[src/rtl/ram_dump_tx_pkg.sv]
// Shared definitions for the RAM dump serial transmitter.
// The top-level FSM and the UART serializer both import this package.
package ram_dump_tx_pkg;

  // 8N1 frame: start bit, eight data bits, stop bit.
  localparam int FRAME_BITS = 10;

  // 50 MHz system clock at 115200 baud.
  localparam int DEFAULT_BAUD_DIV = 434;

  typedef enum logic [2:0] {
    IDLE  = 3'd0,
    FETCH = 3'd1,
    WAIT  = 3'd2,
    SEND  = 3'd3,
    CSUM  = 3'd4
  } dump_state_t;

  // Line image of one frame, bit 0 goes on the wire first.
  function automatic logic [FRAME_BITS-1:0] uart_frame(input logic [7:0] data);
    return {1'b1, data, 1'b0};
  endfunction

endpackage

[src/rtl/ram_dump_tx_uart_tx_serializer.sv]
// 8N1 UART transmit serializer.
// A load is taken only while ready is high. ready is also high in the final
// cycle of a stop bit, so the controller can react on the same edge that
// ends the frame and keep the byte-to-byte period tight.
module uart_tx_serializer
  import ram_dump_tx_pkg::*;
#(
  parameter int BAUD_DIV = DEFAULT_BAUD_DIV
) (
  input  logic       clk,
  input  logic       reset_n,
  input  logic       load,
  input  logic [7:0] data_in,
  output logic       ready,
  output logic       ser_out
);

  localparam int BW = $clog2(BAUD_DIV);
  localparam logic [BW-1:0] BAUD_LAST = BW'(BAUD_DIV - 1);
  localparam logic [3:0]    BIT_LAST  = 4'(FRAME_BITS - 1);

  logic                  active;
  logic [FRAME_BITS-1:0] shift;
  logic [3:0]            bit_cnt;
  logic [BW-1:0]         baud_cnt;
  logic [FRAME_BITS-1:0] frame;
  logic                  last_tick;

  assign frame     = uart_frame(data_in);
  assign last_tick = active && (baud_cnt == '0) && (bit_cnt == '0);
  assign ready     = !active || last_tick;

  // Baud and bit down-counters; the line bit is registered so it never glitches.
  always_ff @(posedge clk) begin
    if (!reset_n) begin
      active   <= 1'b0;
      shift    <= '1;
      bit_cnt  <= '0;
      baud_cnt <= '0;
      ser_out  <= 1'b1;
    end else if (load && ready) begin
      // The start bit goes straight to the line; the rest waits in shift.
      active   <= 1'b1;
      shift    <= {1'b1, frame[FRAME_BITS-1:1]};
      ser_out  <= frame[0];
      bit_cnt  <= BIT_LAST;
      baud_cnt <= BAUD_LAST;
    end else if (active) begin
      if (baud_cnt != '0) begin
        baud_cnt <= baud_cnt - 1'b1;
      end else if (bit_cnt == '0) begin
        active  <= 1'b0;
        ser_out <= 1'b1;
      end else begin
        baud_cnt <= BAUD_LAST;
        bit_cnt  <= bit_cnt - 1'b1;
        ser_out  <= shift[0];
        shift    <= {1'b1, shift[FRAME_BITS-1:1]};
      end
    end
  end

endmodule

[src/rtl/ram_dump_tx.sv]
// Debug RAM read-back engine: reads a window of the RAM through a spare
// read port and sends each byte out as an 8N1 frame.
// Optional feature macro: RAM_DUMP_CHECKSUM_EN appends a two's-complement
// checksum trailer frame after the last data byte.
//
// state | meaning
// IDLE  | waiting for start; length==0 completes immediately
// FETCH | ram_en high for one cycle at the current address
// WAIT  | RAM data valid, loaded into the serializer
// SEND  | frame on the line, wait for its stop bit to finish
// CSUM  | trailer frame (checksum build only), no RAM access
module ram_dump_tx
  import ram_dump_tx_pkg::*;
#(
  parameter int BAUD_DIV = DEFAULT_BAUD_DIV,
  parameter int ADDR_W   = 10
) (
  input  logic              clk,
  input  logic              reset_n,
  input  logic              start,
  input  logic [ADDR_W-1:0] start_addr,
  input  logic [ADDR_W:0]   length,
  output logic              busy,
  output logic              done,
  output logic              ram_en,
  output logic [ADDR_W-1:0] ram_addr,
  input  logic [7:0]        ram_data,
  output logic              ser_out
);

  localparam logic [ADDR_W:0] COUNT_ONE = {{ADDR_W{1'b0}}, 1'b1};

  dump_state_t       state;
  logic [ADDR_W:0]   count;
  logic              ser_load;
  logic              ser_ready;
  logic [7:0]        ser_data;

`ifdef RAM_DUMP_CHECKSUM_EN
  logic [7:0]        sum;
  logic              csum_loaded;

  assign ser_load = (state == WAIT) || ((state == CSUM) && !csum_loaded);
  assign ser_data = (state == CSUM) ? ((~sum) + 8'd1) : ram_data;
`else
  assign ser_load = (state == WAIT);
  assign ser_data = ram_data;
`endif

  uart_tx_serializer #(
    .BAUD_DIV (BAUD_DIV)
  ) u_ser (
    .clk     (clk),
    .reset_n (reset_n),
    .load    (ser_load),
    .data_in (ser_data),
    .ready   (ser_ready),
    .ser_out (ser_out)
  );

  // Sequencing FSM: owns the address, the remaining byte count and the checksum.
  always_ff @(posedge clk) begin
    if (!reset_n) begin
      state       <= IDLE;
      busy        <= 1'b0;
      done        <= 1'b0;
      ram_en      <= 1'b0;
      ram_addr    <= '0;
      count       <= '0;
`ifdef RAM_DUMP_CHECKSUM_EN
      sum         <= '0;
      csum_loaded <= 1'b0;
`endif
    end else begin
      done   <= 1'b0;
      ram_en <= 1'b0;
      case (state)
        IDLE: begin
          if (start) begin
            if (length == '0) begin
              done <= 1'b1;
            end else begin
              ram_addr <= start_addr;
              count    <= length;
              ram_en   <= 1'b1;
              busy     <= 1'b1;
              state    <= FETCH;
`ifdef RAM_DUMP_CHECKSUM_EN
              sum      <= '0;
`endif
            end
          end
        end

        FETCH: state <= WAIT;

        WAIT: begin
`ifdef RAM_DUMP_CHECKSUM_EN
          sum   <= sum + ram_data;
`endif
          state <= SEND;
        end

        SEND: begin
          if (ser_ready) begin
            count <= count - 1'b1;
            if (count != COUNT_ONE) begin
              // Address wraps naturally at the top of the RAM.
              ram_addr <= ram_addr + 1'b1;
              ram_en   <= 1'b1;
              state    <= FETCH;
            end else begin
`ifdef RAM_DUMP_CHECKSUM_EN
              csum_loaded <= 1'b0;
              state       <= CSUM;
`else
              busy  <= 1'b0;
              done  <= 1'b1;
              state <= IDLE;
`endif
            end
          end
        end

`ifdef RAM_DUMP_CHECKSUM_EN
        CSUM: begin
          if (!csum_loaded) begin
            csum_loaded <= 1'b1;
          end else if (ser_ready) begin
            busy  <= 1'b0;
            done  <= 1'b1;
            state <= IDLE;
          end
        end
`endif

        default: state <= IDLE;
      endcase
    end
  end

endmodule

[config.mk]
export PLATFORM = sky130hd
export DESIGN_NAME = ram_dump_tx
export DESIGN_NICKNAME = d
export VERILOG_FILES = /design/src/rtl/ram_dump_tx_pkg.sv /design/src/rtl/ram_dump_tx_uart_tx_serializer.sv /design/src/rtl/ram_dump_tx.sv
export SDC_FILE = /design/constraint.sdc
export NUM_CORES = 1
export LEC_CHECK = 0
export ABC_AREA = 1
export CORE_UTILIZATION = 25
export CTS_BUF_LIST = sky130_fd_sc_hd__clkbuf_8
export CTS_CLUSTER_SIZE = 20
export DETAILED_ROUTE_END_ITERATION = 8
export GPL_ROUTABILITY_DRIVEN = 0
export SLEW_MARGIN = 15
export SYNTH_ARGS = -nofsm -noshare
export SYNTH_HDL_FRONTEND = slang
export SYNTH_HIERARCHICAL = 1
export SYNTH_SLANG_ARGS = --single-unit
[constraint.sdc]
create_clock -name clk -period 2.42 [get_ports clk]
set_input_delay 0.605 -clock clk [delete_from_list [all_inputs] [get_ports clk]]
set_output_delay 0.605 -clock clk [all_outputs]
set_load 0.005 [all_outputs]
==> Word level (Yosys, flattened, before mapping) <==
Index checks and enable logic that the tools add are counted.
W data, S select, Z words.
{ "classes": {"n_addsub": 4, "eq_ne": 13, "mux": 49, "n_bitwise": 3, "n_reduce_logical": 22} }
{ "op_table": {"columns": ["operator", "count"], "rows": [
  ["$mux W10", 4],
  ["$mux W9", 4],
  ["$mux W11", 3],
  ["$mux W8", 4],
  ["$pmux W11 S2", 1],
  ["$mux W1", 21],
  ["$pmux W10 S2", 1],
  ["$mux W4", 4],
  ["$pmux W3 S4", 1],
  ["$logic_not A11 Y1", 1],
  ["$ne A11 B1 Y1 const B", 1],
  ["$sub A11 B1 Y11 const B", 1],
  ["$add A10 B1 Y10 const B", 1],
  ["$reduce_and A5 Y1", 2],
  ["$logic_not A9 Y1", 1],
  ["$mux W3", 3],
  ["$reduce_and A3 Y1", 3],
  ["$reduce_bool A9 Y1", 1],
  ["$sub A9 B1 Y9 const B", 1],
  ["$ne A2 B1 Y1 const B", 4],
  ["$ne A2 B2 Y1 const B", 4],
  ["$eq A3 B2 Y1 const B", 2],
  ["$pmux W1 S2", 3],
  ["$reduce_and A2 Y1", 3],
  ["12 further kinds", 17]
]} }
{ "totals": {"ff_bits": 50, "in_bits": 32, "output_inout_bits": 14, "word_cells": 104} }

==> Depth between registers and ports, before layout <==
{ "depth": {"word_depth": 7, "depth_mapped": 16} }

==> Modules after synthesis <==
The synthesis kept the hierarchy.
{ "by_module_without_submodules": {"columns": ["module", "instances", "cells_per_inst", "area_each_um2", "seq_area_each_um2"], "rows": [
  ["ram_dump_tx", 1, 313, 1799.2, 520.5],
  ["uart_tx_serializer", 1, 203, 1370.1, 460.4]
]} }

==> Worst setup path after synthesis <==
No wires, ideal clock.
{ "synth_timing": {"kind": "reg-to-reg", "from": "register u_ser.baud_cnt[0]", "to": "register ram_addr[2]", "setup_ns": 0.113, "arrival_ns": 1.790, "path_slack_ns": 0.518, "stages_incl_launch_ff": 17, "n_path_buf": 1, "synth_period_minus_slack_ns": 1.902, "cell_sequence": "dfxtp_1 inv_1 ha_1 nand2_1 nor2_2 nand2_4 nand2_8 nand2_4 inv_2 or2_1 o21ai_2 inv_2 nand4_1 buf_4 nand2_1 nand2_1 nor2_1"} }
{ "synth_via": {"elab_chain_len": 6} }
{ "synth_rtl": {"columns": ["element", "line", "text"], "rows": [
  ["from (decl)", "ram_dump_tx_uart_tx_serializer.sv:25", "logic [BW-1:0] baud_cnt;"],
  ["from (signal assigned)", "ram_dump_tx_uart_tx_serializer.sv:50", "baud_cnt <= baud_cnt - 1'b1;"],
  ["$logic_not A9 Y1", "ram_dump_tx_uart_tx_serializer.sv:30", "assign last_tick = active && (baud_cnt == '0) && (bit_cnt == '0);"],
  ["$logic_and A1 B1 Y1 (2 in a row)", "ram_dump_tx_uart_tx_serializer.sv:30", null],
  ["$logic_or A1 B1 Y1", "ram_dump_tx_uart_tx_serializer.sv:31", "assign ready = !active || last_tick;"],
  ["named net ser_ready", "ram_dump_tx.sv:36", "logic ser_ready;"],
  ["$ne A2 B1 Y1 (no source line)", null, null],
  ["$reduce_and A5 Y1 (no source line)", null, null],
  ["to (signal assigned)", "ram_dump_tx.sv:83", "ram_addr <= start_addr;"],
  ["to (signal assigned)", "ram_dump_tx.sv:109", "ram_addr <= ram_addr + 1'b1;"],
  ["to (decl)", "ram_dump_tx.sv:26", "output logic [ADDR_W-1:0] ram_addr,"]
]} }
The timed path passes the listed nets, and every way through them passes these cells.
A chain may end at the register's enable or synchronous reset.

==> Worst setup path after layout <==
{ "layout_timing": {"from": "register u_ser.baud_cnt[1]", "to": "register count[10]"} }
{ "layout_via": {"elab_chain_len": 6} }
{ "layout_rtl": {"columns": ["element", "line", "text"], "rows": [
  ["$logic_not A9 Y1", "ram_dump_tx_uart_tx_serializer.sv:30", null],
  ["$logic_and A1 B1 Y1 (2 in a row)", "ram_dump_tx_uart_tx_serializer.sv:30", null],
  ["$logic_or A1 B1 Y1", "ram_dump_tx_uart_tx_serializer.sv:31", null],
  ["named net ser_ready", "ram_dump_tx.sv:36", null],
  ["$ne A2 B1 Y1 (no source line)", null, null],
  ["$reduce_and A4 Y1 (no source line)", null, null],
  ["to (signal assigned)", "ram_dump_tx.sv:84", "count <= length;"],
  ["to (signal assigned)", "ram_dump_tx.sv:106", "count <= count - 1'b1;"],
  ["to (decl)", "ram_dump_tx.sv:34", "logic [ADDR_W:0] count;"]
]} }
The timed path passes the listed nets, and every way through them passes these cells.

==> key figures <==
Placed design
  • Placed Cells: 720
  • Post-placement cell area: ~3800 um^2
  • Post-DP HPWL: slightly below 6 mm
  • DP Worst Slack: about 170 ps
  • Port Buffers: 45

Layout
  • Register area: ~980 um^2
  • Post-route cell area: 3890 um^2
  • FILL cells: 1330
  • Layout cell share with drive strength beyond 1: 0.0714
  • Footprint of the multi-input gates: 1820 um^2
  • Nets@finish: 600
  • Commonest non-fill, non-tap cell in the layout: nand2_1
  • N_diodes: 0
  • Synth-to-Final Area Change: 22.7%
  • Cell Count, Final, Fillers Out: between 700 and 800
  • Most frequent cells in the layout: 149 x nand2_1, 76 x nor2_1, 63 x inv_1

Drt
  • Post-Route WL: just under 8 mm
  • DRT Pass-1 Iters: 4
  • Routed vias: between 3000 and 4000
  • # DRC: 0
  • Final ANT Viol Nets: 0
  • DR vias/cell: 4.37
  • Wire per inst: about 11 um
  • Uppermost layer routed: met4
  • Met3 WL: approximately 280 um
  • Wl on met1: just under 4 mm
  • WL met2: between 3 and 4 mm
  • First DRT Iteration DRCs: between 100 and 150

Setup path
  • Worst path cell trace: inv_1, ha_1, nand2_1, nor2_2, nand2_4, nand2_8, nand2_4, inv_2, or2_1, o21ai_2, inv_2, nand3_4, buf_4, nand2_1, inv_1, nor2_1, nor2_1
  • Reg2reg end: count[10]$_SDFFE_PN0P_
  • Startpoint class of the critical path: flip-flop
  • Crit path max-delay cell type: dfxtp_1
  • CP bufs+invs: 5
  • Number of cells on the worst reg-to-reg path: 17
  • RR Startpoint: u_ser/baud_cnt[1]$_SDFFE_PP0P_
  • Setup crit end kind: flip-flop
  • Worst-path maximum fanout: 17
  • Critical setup path kind: reg2reg
  • Critical path arrival: ~2400 ps
  • Setup slack, reg-to-reg: 260 ps
  • Crit path max-delay family: simple AND/OR/NAND/NOR gates
  • CP max stage delay: between 300 and 400 ps
  • Critical Path RT: between 2000 and 3000 ps

Clock tree
  • CTS tree: yes
  • CTS H-tree depth: 2
  • CTS root buf: clkbuf_8
  • Cells resized by post-CTS repair: 0
  • Num Clock Sinks: 49
  • Post-CTS Setup Inserts: 0
  • CTS max path bufs: 2
  • Worst-Skew Late Latency: roughly 320 ps
  • CTS hold repair buffers: 0
  • Reg clk slew, reported paths: about 80 ps
  • CTS Buf Count: 5

STA
  • Fin crit share: 0.893
  • Clock skew: approximately 15 ps
  • Slew HR: 0.596
  • Setup-failing EPs final: 0
  • Setup TNS: 0 ps
  • Worst-margin pin slew: between 600 and 700 ps
  • F_max: 463 MHz
  • Fin. max-slew vios: 0
  • RSZ-0062 raised after global routing: no
  • Final min period: approximately 2200 ps
  • Final Hold Viols: 0
  • Fin worst setup slack: roughly 260 ps

Synth
  • FF+latch count, synth: roughly 50
  • Mapped Cells: slightly above 500
  • Syn_area_per_cell: between 6 and 7 um^2
  • Distinct cells, synth: 36
  • Warning count from the yosys run: 6
  • Mapped Nets: about 560
  • Netlist Area Pre-Place: between 3000 and 4000 um^2
  • Sequential area share after synthesis: 0.310

Power
  • Power Dens Cells: roughly 1200 nW/um^2
  • Maximum vdd drop: 455 uV
  • LEAKAGE: between 1.5 and 2 nW

Floorplanning
  • Die X-Extent: between 100 and 150 um
  • Die ar.: 13100 um^2
  • Ports: 46
  • Die height: 115 um
  • Site row count: 40
  • Initial Utilization: 0.261
  • Core box area: between 10000 and 15000 um^2

Global routing
  • Maximum number of pins on one net before global-route repair: 28
  • First-pass GRT wire length: 13.9 mm
  • All-Layer GR Usage: 0.130
  • Total grt overflow: 0
  • Initial antenna violation count: 0
  • Vias in the first global route: ~3100

Outcome
  • Status: complete, no violations

Worst hold path
  • Hold depth: 2
  • WHS Endpoint: u_ser/bit_cnt[1]$_SDFFE_PP0P_
  • Min-delay src: u_ser/bit_cnt[1]$_SDFFE_PP0P_
  • Min-Delay Path Class: reg2reg

Job
  • Max cap viols: 0
==> sequential cells by signal, summed over array words and instances (netlist names) <==
name,cells
u_ser/active,1
done,1
state,2
ram_en,1
u_ser/shift,8
ram_addr,10
count,11
u_ser/bit_cnt,4
busy,1
u_ser/ser_out,1
u_ser/baud_cnt,9
==> through the flow <==
stage	power [W]	util	hold WS [ps]
2_1_floorplan	0.00332	-	441
3_3_place_gp	0.00395	0.312	450
3_5_place_dp	0.00400	0.312	453
4_1_cts	0.00451	0.319	469
5_1_grt	0.00500	0.320	486
6_report	0.00450	0.320	472
==> tightest hold or removal path: cells and delay by family (launching register included) <==
kind,cells,cell delay [ps]
flops,1,320
simple gates,1,60
compound gates,1,50
==> cell usage after synthesis <==
library cell  instances  area, um^2
nand2_4               2        22.5
a21oi_2               1        8.76
clkbuf_1              5        18.8
clkinv_1              2        7.51
xnor2_1               2        17.5
a21oi_1              30         150
buf_2                 2        10.0
nand3_4               1        17.5
inv_4                 1        6.26
or2_1                 1        6.26
and3_1                1        6.26
dfxtp_1              49         981
nand2_8               1        20.0
nand2_1             149         559
o21ai_1               4        20.0
ha_1                  9         113
nand3_1              37         185
xor2_1                4        35.0
or2_0                 2        12.5
nand2_2               3        18.8
nor2_1               76         285
nor2_4                2        22.5
inv_2                 8        30.0
or2_2                 1        6.26
nor3_1                5        25.0
buf_4                 4        30.0
o21ai_2               1        8.76
nor2_2                3        18.8
o21ai_4               1        16.3
o21ai_0              26         130
nand3_2               1        10.0
nand4_1              13        81.3
buf_6                 3        33.8
nand3b_1              2        15.0
buf_1                 2        7.51
inv_1                62         233
==> area by class of cell <==
| cell class | count | area share |
|---|---|---|
| multi-input cells | 378 | 0.468 |
| flip-flops and latches | 49 | 0.252 |
| repair buffers | 52 | 0.133 |
| inverters | 73 | 0.0718 |
| well taps | 168 | 0.0541 |
| clock buffers | 5 | 0.0177 |
| clock inverters | 3 | 0.00386 |
==> per-layer routing <==
metal  vias to the layer above  track usage
li1                       1701            -
met1                      1410        0.164
met2                        60        0.222
met3                        11       0.0254
met4                         0       0.0424
met5                         -            0
==> worst max-delay path by stage <==
stage,startpoint,endpoint,cells past startpoint
after floorplan,u_ser/baud_cnt[0]$_SDFFE_PN0P_,ram_addr[2]$_SDFFE_PN0P_,16
after global placement,length[8],count[10]$_SDFFE_PN0P_,11
after detailed placement,length[8],count[10]$_SDFFE_PN0P_,11
after CTS,u_ser/baud_cnt[0]$_SDFFE_PN0P_,count[10]$_SDFFE_PN0P_,17
after global routing,u_ser/baud_cnt[0]$_SDFFE_PN0P_,count[10]$_SDFFE_PN0P_,17
final,u_ser/baud_cnt[1]$_SDFFE_PP0P_,count[10]$_SDFFE_PN0P_,17
==> where the power goes <==
part           switching (W)  total (W)  leakage [nW]  internal, W
logic                0.00163    0.00266          1.37      0.00104
clock network       0.000300   0.000498        0.0467     0.000197
registers           0.000257    0.00134         0.404      0.00109
==> kinds of logic after synthesis <==
family	count (synthesis)	share of synthesized area
AOI/OAI and AO/OA	63	0.105
buffers and inverters	89	0.119
and+or+nand+nor	300	0.414
xor gates and xnor gates	6	0.0166
adders and majority gates	9	0.0355
DFF	49	0.310
(Power assumes the default switching activity.)
